<file path="config.mk">
export PLATFORM = sky130hd
export DESIGN_NAME = rv32v_element_sequencer
export DESIGN_NICKNAME = d
export VERILOG_FILES = /design/src/rtl/rv32v_element_sequencer.sv
export SDC_FILE = /design/constraint.sdc
export NUM_CORES = 1
export LEC_CHECK = 0
export ABC_AREA = 1
export CORE_MARGIN = 2
export CORE_UTILIZATION = 47
export CTS_BUF_LIST = sky130_fd_sc_hd__clkbuf_4
export DETAILED_ROUTE_END_ITERATION = 10
export PLACE_DENSITY = 0.9
export REMOVE_ABC_BUFFERS = 1
export SLEW_MARGIN = 20
export SYNTH_ARGS = -nofsm -noshare
export SYNTH_HDL_FRONTEND = slang
export SYNTH_SLANG_ARGS = --single-unit
export TNS_END_PERCENT = 1
</file>
<file path="constraint.sdc">
create_clock -name CLK -period 3.15 [get_ports CLK]
set_clock_uncertainty 0.15 [all_clocks]
set_input_delay 0.315 -clock CLK [delete_from_list [all_inputs] [get_ports CLK]]
set_output_delay 0.315 -clock CLK [all_outputs]
set_load 0.01 [all_outputs]
</file>
<file path="src/rtl/rv32v_element_sequencer.sv">
// Execute-side vector element sequencer: walks the element index space two
// elements per cycle (even/odd lanes) between decode_done and done.
module rv32v_element_sequencer #(
    parameter int IDX_W = 8
) (
    input  logic             CLK,
    input  logic             nRST,
    input  logic             decode_done,
    input  logic [31:0]      vl,
    input  logic [31:0]      vstart,
    input  logic             stall,
    input  logic             flush,
    output logic             busy,
    output logic             elem_valid,
    output logic [IDX_W-1:0] woffset0,
    output logic [IDX_W-1:0] woffset1,
    output logic             lane_ena0,
    output logic             lane_ena1,
    output logic             last,
    output logic             done,
    output logic [31:0]      vstart_next
);

    localparam logic [31:0]    VLMAX   = 32'((1 << IDX_W) - 1);
    localparam logic [IDX_W:0] VLMAX_I = VLMAX[IDX_W:0];
    localparam logic [IDX_W:0] ONE     = 1;
    localparam logic [IDX_W:0] TWO     = 2;

    typedef enum logic [1:0] {IDLE, RUN, DONE} state_t;

    state_t         state;
    logic [IDX_W:0] ptr, vl_eff, vs;
    logic           accepted;

    logic [IDX_W:0] vl_in, vs_in, cur_vl, cur_vs, np, np1, np2;
    logic           start_empty, n_ena0, n_ena1, n_last;

    // Index math is one bit wider than the offsets so ptr+2 never wraps.
    // In IDLE the limits come straight from the inputs being latched.
    always_comb begin
        vl_in       = (vl > VLMAX) ? VLMAX_I : vl[IDX_W:0];
        vs_in       = vstart[IDX_W:0];
        start_empty = (vl_in == '0) || (vstart >= {{(31-IDX_W){1'b0}}, vl_in});
        cur_vl      = (state == IDLE) ? vl_in : vl_eff;
        cur_vs      = (state == IDLE) ? vs_in : vs;
        np          = (state == IDLE) ? {vs_in[IDX_W:1], 1'b0} : ptr + TWO;
        np1         = np + ONE;
        np2         = np + TWO;
        n_ena0      = (np >= cur_vs) && (np < cur_vl);
        n_ena1      = (np1 >= cur_vs) && (np1 < cur_vl);
        n_last      = (np2 >= cur_vl);
    end

    always_ff @(posedge CLK or negedge nRST) begin
        if (!nRST) begin
            state       <= IDLE;
            ptr         <= '0;
            vl_eff      <= '0;
            vs          <= '0;
            accepted    <= 1'b0;
            busy        <= 1'b0;
            elem_valid  <= 1'b0;
            woffset0    <= '0;
            woffset1    <= '0;
            lane_ena0   <= 1'b0;
            lane_ena1   <= 1'b0;
            last        <= 1'b0;
            done        <= 1'b0;
            vstart_next <= '0;
        end else if (flush) begin
            state      <= IDLE;
            busy       <= 1'b0;
            elem_valid <= 1'b0;
            lane_ena0  <= 1'b0;
            lane_ena1  <= 1'b0;
            last       <= 1'b0;
            done       <= 1'b0;
            if (state != IDLE)
                vstart_next <= {{(31-IDX_W){1'b0}}, (accepted ? ptr : vs)};
        end else begin
            case (state)
                IDLE: if (decode_done) begin
                    vl_eff      <= vl_in;
                    vs          <= vs_in;
                    accepted    <= 1'b0;
                    vstart_next <= '0;
                    busy        <= 1'b1;
                    if (start_empty) begin
                        state <= DONE;
                        done  <= 1'b1;
                    end else begin
                        state      <= RUN;
                        ptr        <= np;
                        elem_valid <= 1'b1;
                        woffset0   <= np[IDX_W-1:0];
                        woffset1   <= np1[IDX_W-1:0];
                        lane_ena0  <= n_ena0;
                        lane_ena1  <= n_ena1;
                        last       <= n_last;
                    end
                end
                RUN: if (!stall) begin
                    accepted <= 1'b1;
                    ptr      <= np;
                    if (last) begin
                        state      <= DONE;
                        done       <= 1'b1;
                        elem_valid <= 1'b0;
                        lane_ena0  <= 1'b0;
                        lane_ena1  <= 1'b0;
                        last       <= 1'b0;
                    end else begin
                        woffset0  <= np[IDX_W-1:0];
                        woffset1  <= np1[IDX_W-1:0];
                        lane_ena0 <= n_ena0;
                        lane_ena1 <= n_ena1;
                        last      <= n_last;
                    end
                end
                DONE: begin
                    state <= IDLE;
                    done  <= 1'b0;
                    busy  <= 1'b0;
                end
                default: state <= IDLE;
            endcase
        end
    end

endmodule

</file>
# --- Word-level counts from Yosys, hierarchy flattened ---
# Index checks and enable logic that the tools add are counted.
word_totals:
  regBits: 84
  in_bits: 69
  out_inout_bits: 54
op_classes:
  add_sub_neg: 3
  order_cmp: 7
  eq_ne: 12
  n_mux: 65
  n_bitwise: 1
  reduce_logical: 22
op_table:
  columns: ["operator", "count"]
  rows:
  - ["$mux 32", 4]
  - ["$mux 9", 8]
  - ["$mux 8", 8]
  - ["$ge 32x9->1", 1]
  - ["$gt 32x8->1 const B", 1]
  - ["$pmux 8 s2", 2]
  - ["$mux 1", 29]
  - ["$ge 9x9->1", 3]
  - ["$add 9x2->9 const B", 2]
  - ["$lt 9x9->1", 2]
  - ["$pmux 9 s2", 1]
  - ["$ne 3x3->1 const B", 5]
  - ["$reduce_and 5->1", 3]
  - ["$pmux 1 s2", 6]
  - ["$mux 2", 5]
  - ["$add 9x1->9 const B", 1]
  - ["$logic_not 9->1", 1]
  - ["$reduce_and 3->1", 3]
  - ["$ne 2x2->1 const B", 4]
  - ["$reduce_and 4->1", 2]
  - ["$reduce_bool 2->1", 4]
  - ["$reduce_and 6->1", 1]
  - ["$reduce_bool 3->1", 2]
  - ["$pmux 2 s2", 1]
  - ["10 further kinds", 11]

# --- Logic depth before layout (Yosys ltp) ---
# Gate-level depths: netlist of run 1.
logic_depth:
  ltp_word: 9
  depth_mapped: 23

# --- Worst setup path after synthesis of run 1 ---
# No wires, ideal clock.
synth_timing:
  kind: "reg-to-reg"
  from: "register state[0]"
  to: "register lane_ena1"
  setup_ps: 83
  arrival_ps: 2974
  path_slack_ps: -56
  stages_incl_launch_ff: 22
  n_path_buf: 2
  period_less_slack_ps: 3206
  cell_sequence: "dfrtp_1 > inv_1 > ha_1 > buf_6 > inv_2 > buf_4 > a21oi_1 > inv_1 > ha_1 > nand2_1 > nor2_1 > xor2_1 > nand2_1 > o21ai_0 > inv_1 > ha_1 > nand2_1 > nor2_1 > nand2_1 > o2111ai_1 > nand2_1 > o21ai_0"
synth_between:
  elab_chain_cells: 9
  elab_cells_between_ends: 20
synth_rtl:
  columns: ["element", "line_no", "text"]
  rows:
  - ["start, declared", "31", "state_t state;"]
  - ["start signal, assigned", "56", "state <= IDLE;"]
  - ["start signal, assigned", "71", "state <= IDLE;"]
  - ["start signal, assigned", "89", "state <= DONE;"]
  - ["$logic_not 2->1 *", "46", "np = (state == IDLE) ? {vs_in[IDX_W:1], 1'b0} : ptr + TWO;"]
  - ["$mux 9 *", "46", null]
  - ["via np[1]", "35", "logic [IDX_W:0] vl_in, vs_in, cur_vl, cur_vs, np, np1, np2;"]
  - ["$add 9x1->9 *", "47", "np1 = np + ONE;"]
  - ["via np1[5]", "35", null]
  - ["$ge 9x9->1 / $lt 9x9->1 (equally long branches)", "50", "n_ena1 = (np1 >= cur_vs) && (np1 < cur_vl);"]
  - ["$logic_and 1x1->1 *", "50", null]
  - ["$mux 1 (on tied branches)", "105, 88", null]
  - ["$mux 1 (on tied branches)", "102, 82", null]
  - ["$pmux 1 s2 *", "81", "case (state)"]
  - ["$mux 1 *", "70", "end else if (flush) begin"]
  - ["end signal, assigned", "98", "lane_ena1 <= n_ena1;"]
  - ["end signal, assigned", "116", "lane_ena1 <= n_ena1;"]
  - ["end, declared", "18", "output logic lane_ena1,"]
# The timed path passes the listed nets; every way through them passes the cells marked *. The select of a mux whose other input is x is not followed.
# A chain may end at the register's enable or synchronous reset.

# --- Worst setup path in the final report of run 1 ---
# Same ends and word-level chain as after synthesis.

==> results of run 1 <==
## critical path: stages (launching register included)
cell	delay, ns
dfrtp_1	0.39
inv_2	0.06
ha_4	0.18
inv_4	0.09
nor2_1	0.05
inv_1	0.08
o21ai_2	0.08
inv_2	0.07
ha_2	0.17
nand2_1	0.07
nor2_2	0.13
xor2_1	0.15
buf_4	0.13
nand2_1	0.04
o21ai_0	0.09
inv_1	0.13
ha_4	0.29
nand2_1	0.06
nor2_2	0.12
nand2_1	0.08
o2111ai_2	0.20
nand2_1	0.08
o21ai_1	0.13
## routing by layer
layer,vias to the layer above,GRT usage [%],routed length [um]
met4,0,9.93,453
met1,2383,32.3,6160
li1,2512,-,-
met5,-,0,0
met2,210,44.8,7300
met3,37,4.19,979
## cells in the mapped netlist, drive strengths merged (3+ instances only)
cell    count
a21boi      5
a21oi      29
a31oi       3
buf        35
clkbuf      5
dfrtp      61
ha         59
inv        64
mux2i       9
nand2     185
nand3      17
nand4      27
nor2       54
nor3        4
nor4        3
o21a        3
o21ai      48
o22ai       9
or2         4
xnor2       6
xor2        6
## path summary, 6_finish.rpt
check,endpoint
worst max-delay path,lane_ena1
worst min-delay path,state[1]
worst max register to register,lane_ena1
worst min register to register,woffset0[1]
max in group asynchronous,ptr[1]
min in group CLK,woffset0[1]
## area by class of cell
class	instances	area share, %
flip-flops and latches	61	22.1
inverters	64	3.52
well taps	136	2.47
repair buffers	194	25.0
clock inverters	5	1.11
clock buffers	10	1.09
multi-input cells	509	44.6
## sequential cells by signal, indices dropped and copies added (netlist names)
register	cells
ptr	9
vl_eff	9
vs	9
vstart_next	9
woffset0	8
woffset1	8
state	2
accepted	1
busy	1
done	1
elem_valid	1
lane_ena0	1
lane_ena1	1
last	1
## repair_timing
item / in CTS / in global routing
setup endpoints to repair: 2 / 27
hold buffers: 1 / 0
cloned: 0 / 1
gates resized for setup: 4 / 34
buffers inserted: 0 / 10
pin swaps: 0 / 5
hold endpoints to repair: 15 / 0
## layout by cell type, fill, tap and decap left out, types with 10 or more instances in the layout
cell type	synthesis	final
nand2_1	181	181
clkdlybuf4s50_1	0	98
buf_4	26	90
dfrtp_1	61	60
ha_1	59	55
inv_1	57	53
nor2_1	50	41
o21ai_0	36	33
a21oi_1	29	28
nand4_1	27	27
conb_1	2	24
nand3_1	15	15
nor2_2	4	13
inv_2	7	10
clkbuf_4	0	10
## power groups by stage
stage          clock (W)  sequential, W  combinational, W
6_report        0.000628        0.00117           0.00197
5_1_grt         0.000669        0.00120           0.00216
4_1_cts         0.000635        0.00117           0.00184
3_5_place_dp           0        0.00118           0.00182
3_3_place_gp           0        0.00118           0.00178
2_1_floorplan          0        0.00122          0.000873
## stage by stage
stage,setup slack (ns),area (um^2)
after detailed placement,-0.214,6520
after floorplan,-0.607,4730
after global placement,-0.140,6520
after CTS,0.00718,6700
final,0.0527,6900
after global routing,-0.0746,6900
## cells by family (layout without fill, tap and decap cells)
group	Yosys count	count (layout)	share of synthesized area [%]
other	2	24	0.152
XOR/XNOR	12	12	2.12
AO/OA/AOI/OAI	104	104	12.9
adder cells (fa/ha/maj)	59	59	14.9
flip-flops	61	61	30.9
multiplexers	9	9	1.82
AND/OR/NAND/NOR	300	301	26.3
buffers and inverters	104	273	10.9
==> run metrics, run 1 <==
status finished, final reports clean; Final min period 3.10 ns; routed length per instance 15.2 um; vias in the first global route 4,888; share of the synthesized area in the top cell type 30.9%; Area contributors post-synth dfrtp_1 31%, ha_1 15%, nand2_1 14%; Slew Limit Fails 0; switching part of the total power 38.9%; clk buf depth 2; crit path max fanout 4; vias post-DR 5,142; die height 107 um; Die X-Extent 107 um; CTS H-tree depth 3; R2R setup slack 0.05 ns; Pwr per Cell Area 546 nW/um^2; Worst-path clk slew 0.11 ns; multi-input logic area 3080 um^2; R2R depth 22; switching power 0.00147 W; HP Class in -> async; Post-layout nets 967; Fin. Hold Viols 0; Num CTS Buffers 9; RR Startpoint state[0]; Final period util 98.3%; DR iter-0 viols 393; CORE AREA 10,300 um^2; Max-Cap Viols 0; # IOs 123; Port Buffers 99; Max Clk Rate 323 MHz; fraction of registers with async set/reset 100%; Fin Hold WS 0.178 ns; total power 0.00377 W; Max transition margin 46.7%; Yosys Warn Count 0; Avg Vias per Cell 5.25; antenna violations before repair 0; Cell variety after synth 47; GRT Overall Usage 25.8%; P&R area growth vs syn 39.5%; Overflow after GRT 0; clk root buf clkbuf_4; drt pass-1 iters 6; clock power share 16.7%; Slew @ Worst Pin 0.797 ns; RePlAce Congestion 0.947; dpl hpwl 11,100 um; Setup crit start state[0]; # rows 37; first-pass GRT wire length 23,300 um; Gate Count Post-Synth 651; Sequential cell area 1530 um^2; Int Power 0.00230 W; synthesized area per cell 7.60 um^2; ANT cells 0; Reg power frac 31.1%; Post-DRT Antenna Nets 0; ys flop type dfrtp_1; CP Launch Type flip-flop; Comb pwr share 52.3%; Routed WL 14,900 um; DRC viols 0; WP data required 3.36 ns; Inst Count DP 952; CTS tree built; Setup TNS 0 ns; mapped cell area 4950 um^2; CP arrival 3.31 ns; Seq cells post-synth 61; fin util 67.1%; # fillers 811; post-synth top area cell dfrtp_1; crit path capture type flip-flop; critical path class reg -> reg; sequential share of the synthesized area 30.9%; Final setup viols 0; clk_lat worst skew 0.44 ns; clock sink count 61; RSZ-0062 raised after global routing yes; starting density of the core 48.1%; Die Area 11,400 um^2; Final Non-Filler Cells 979; Peak VDD IR 0.000359 V; largest net degree at the start of global routing 29; share of cells above drive strength 1 19.7%; Leakage 3.44 nW; Post-synth EDFFs 0
No activity file was read; power rests on OpenSTA's default activity.
==> run 2: changes to the inputs <==
- CTS_CLUSTER_SIZE: default -> 12
==> results of run 2 <==
The final DEF is identical to that of run 1; final timing and power are the same.
==> run 3: changes to the inputs <==
- SLEW_MARGIN: 20 -> default
==> results of run 3 <==
The final DEF is identical to that of run 1; final timing and power are the same.
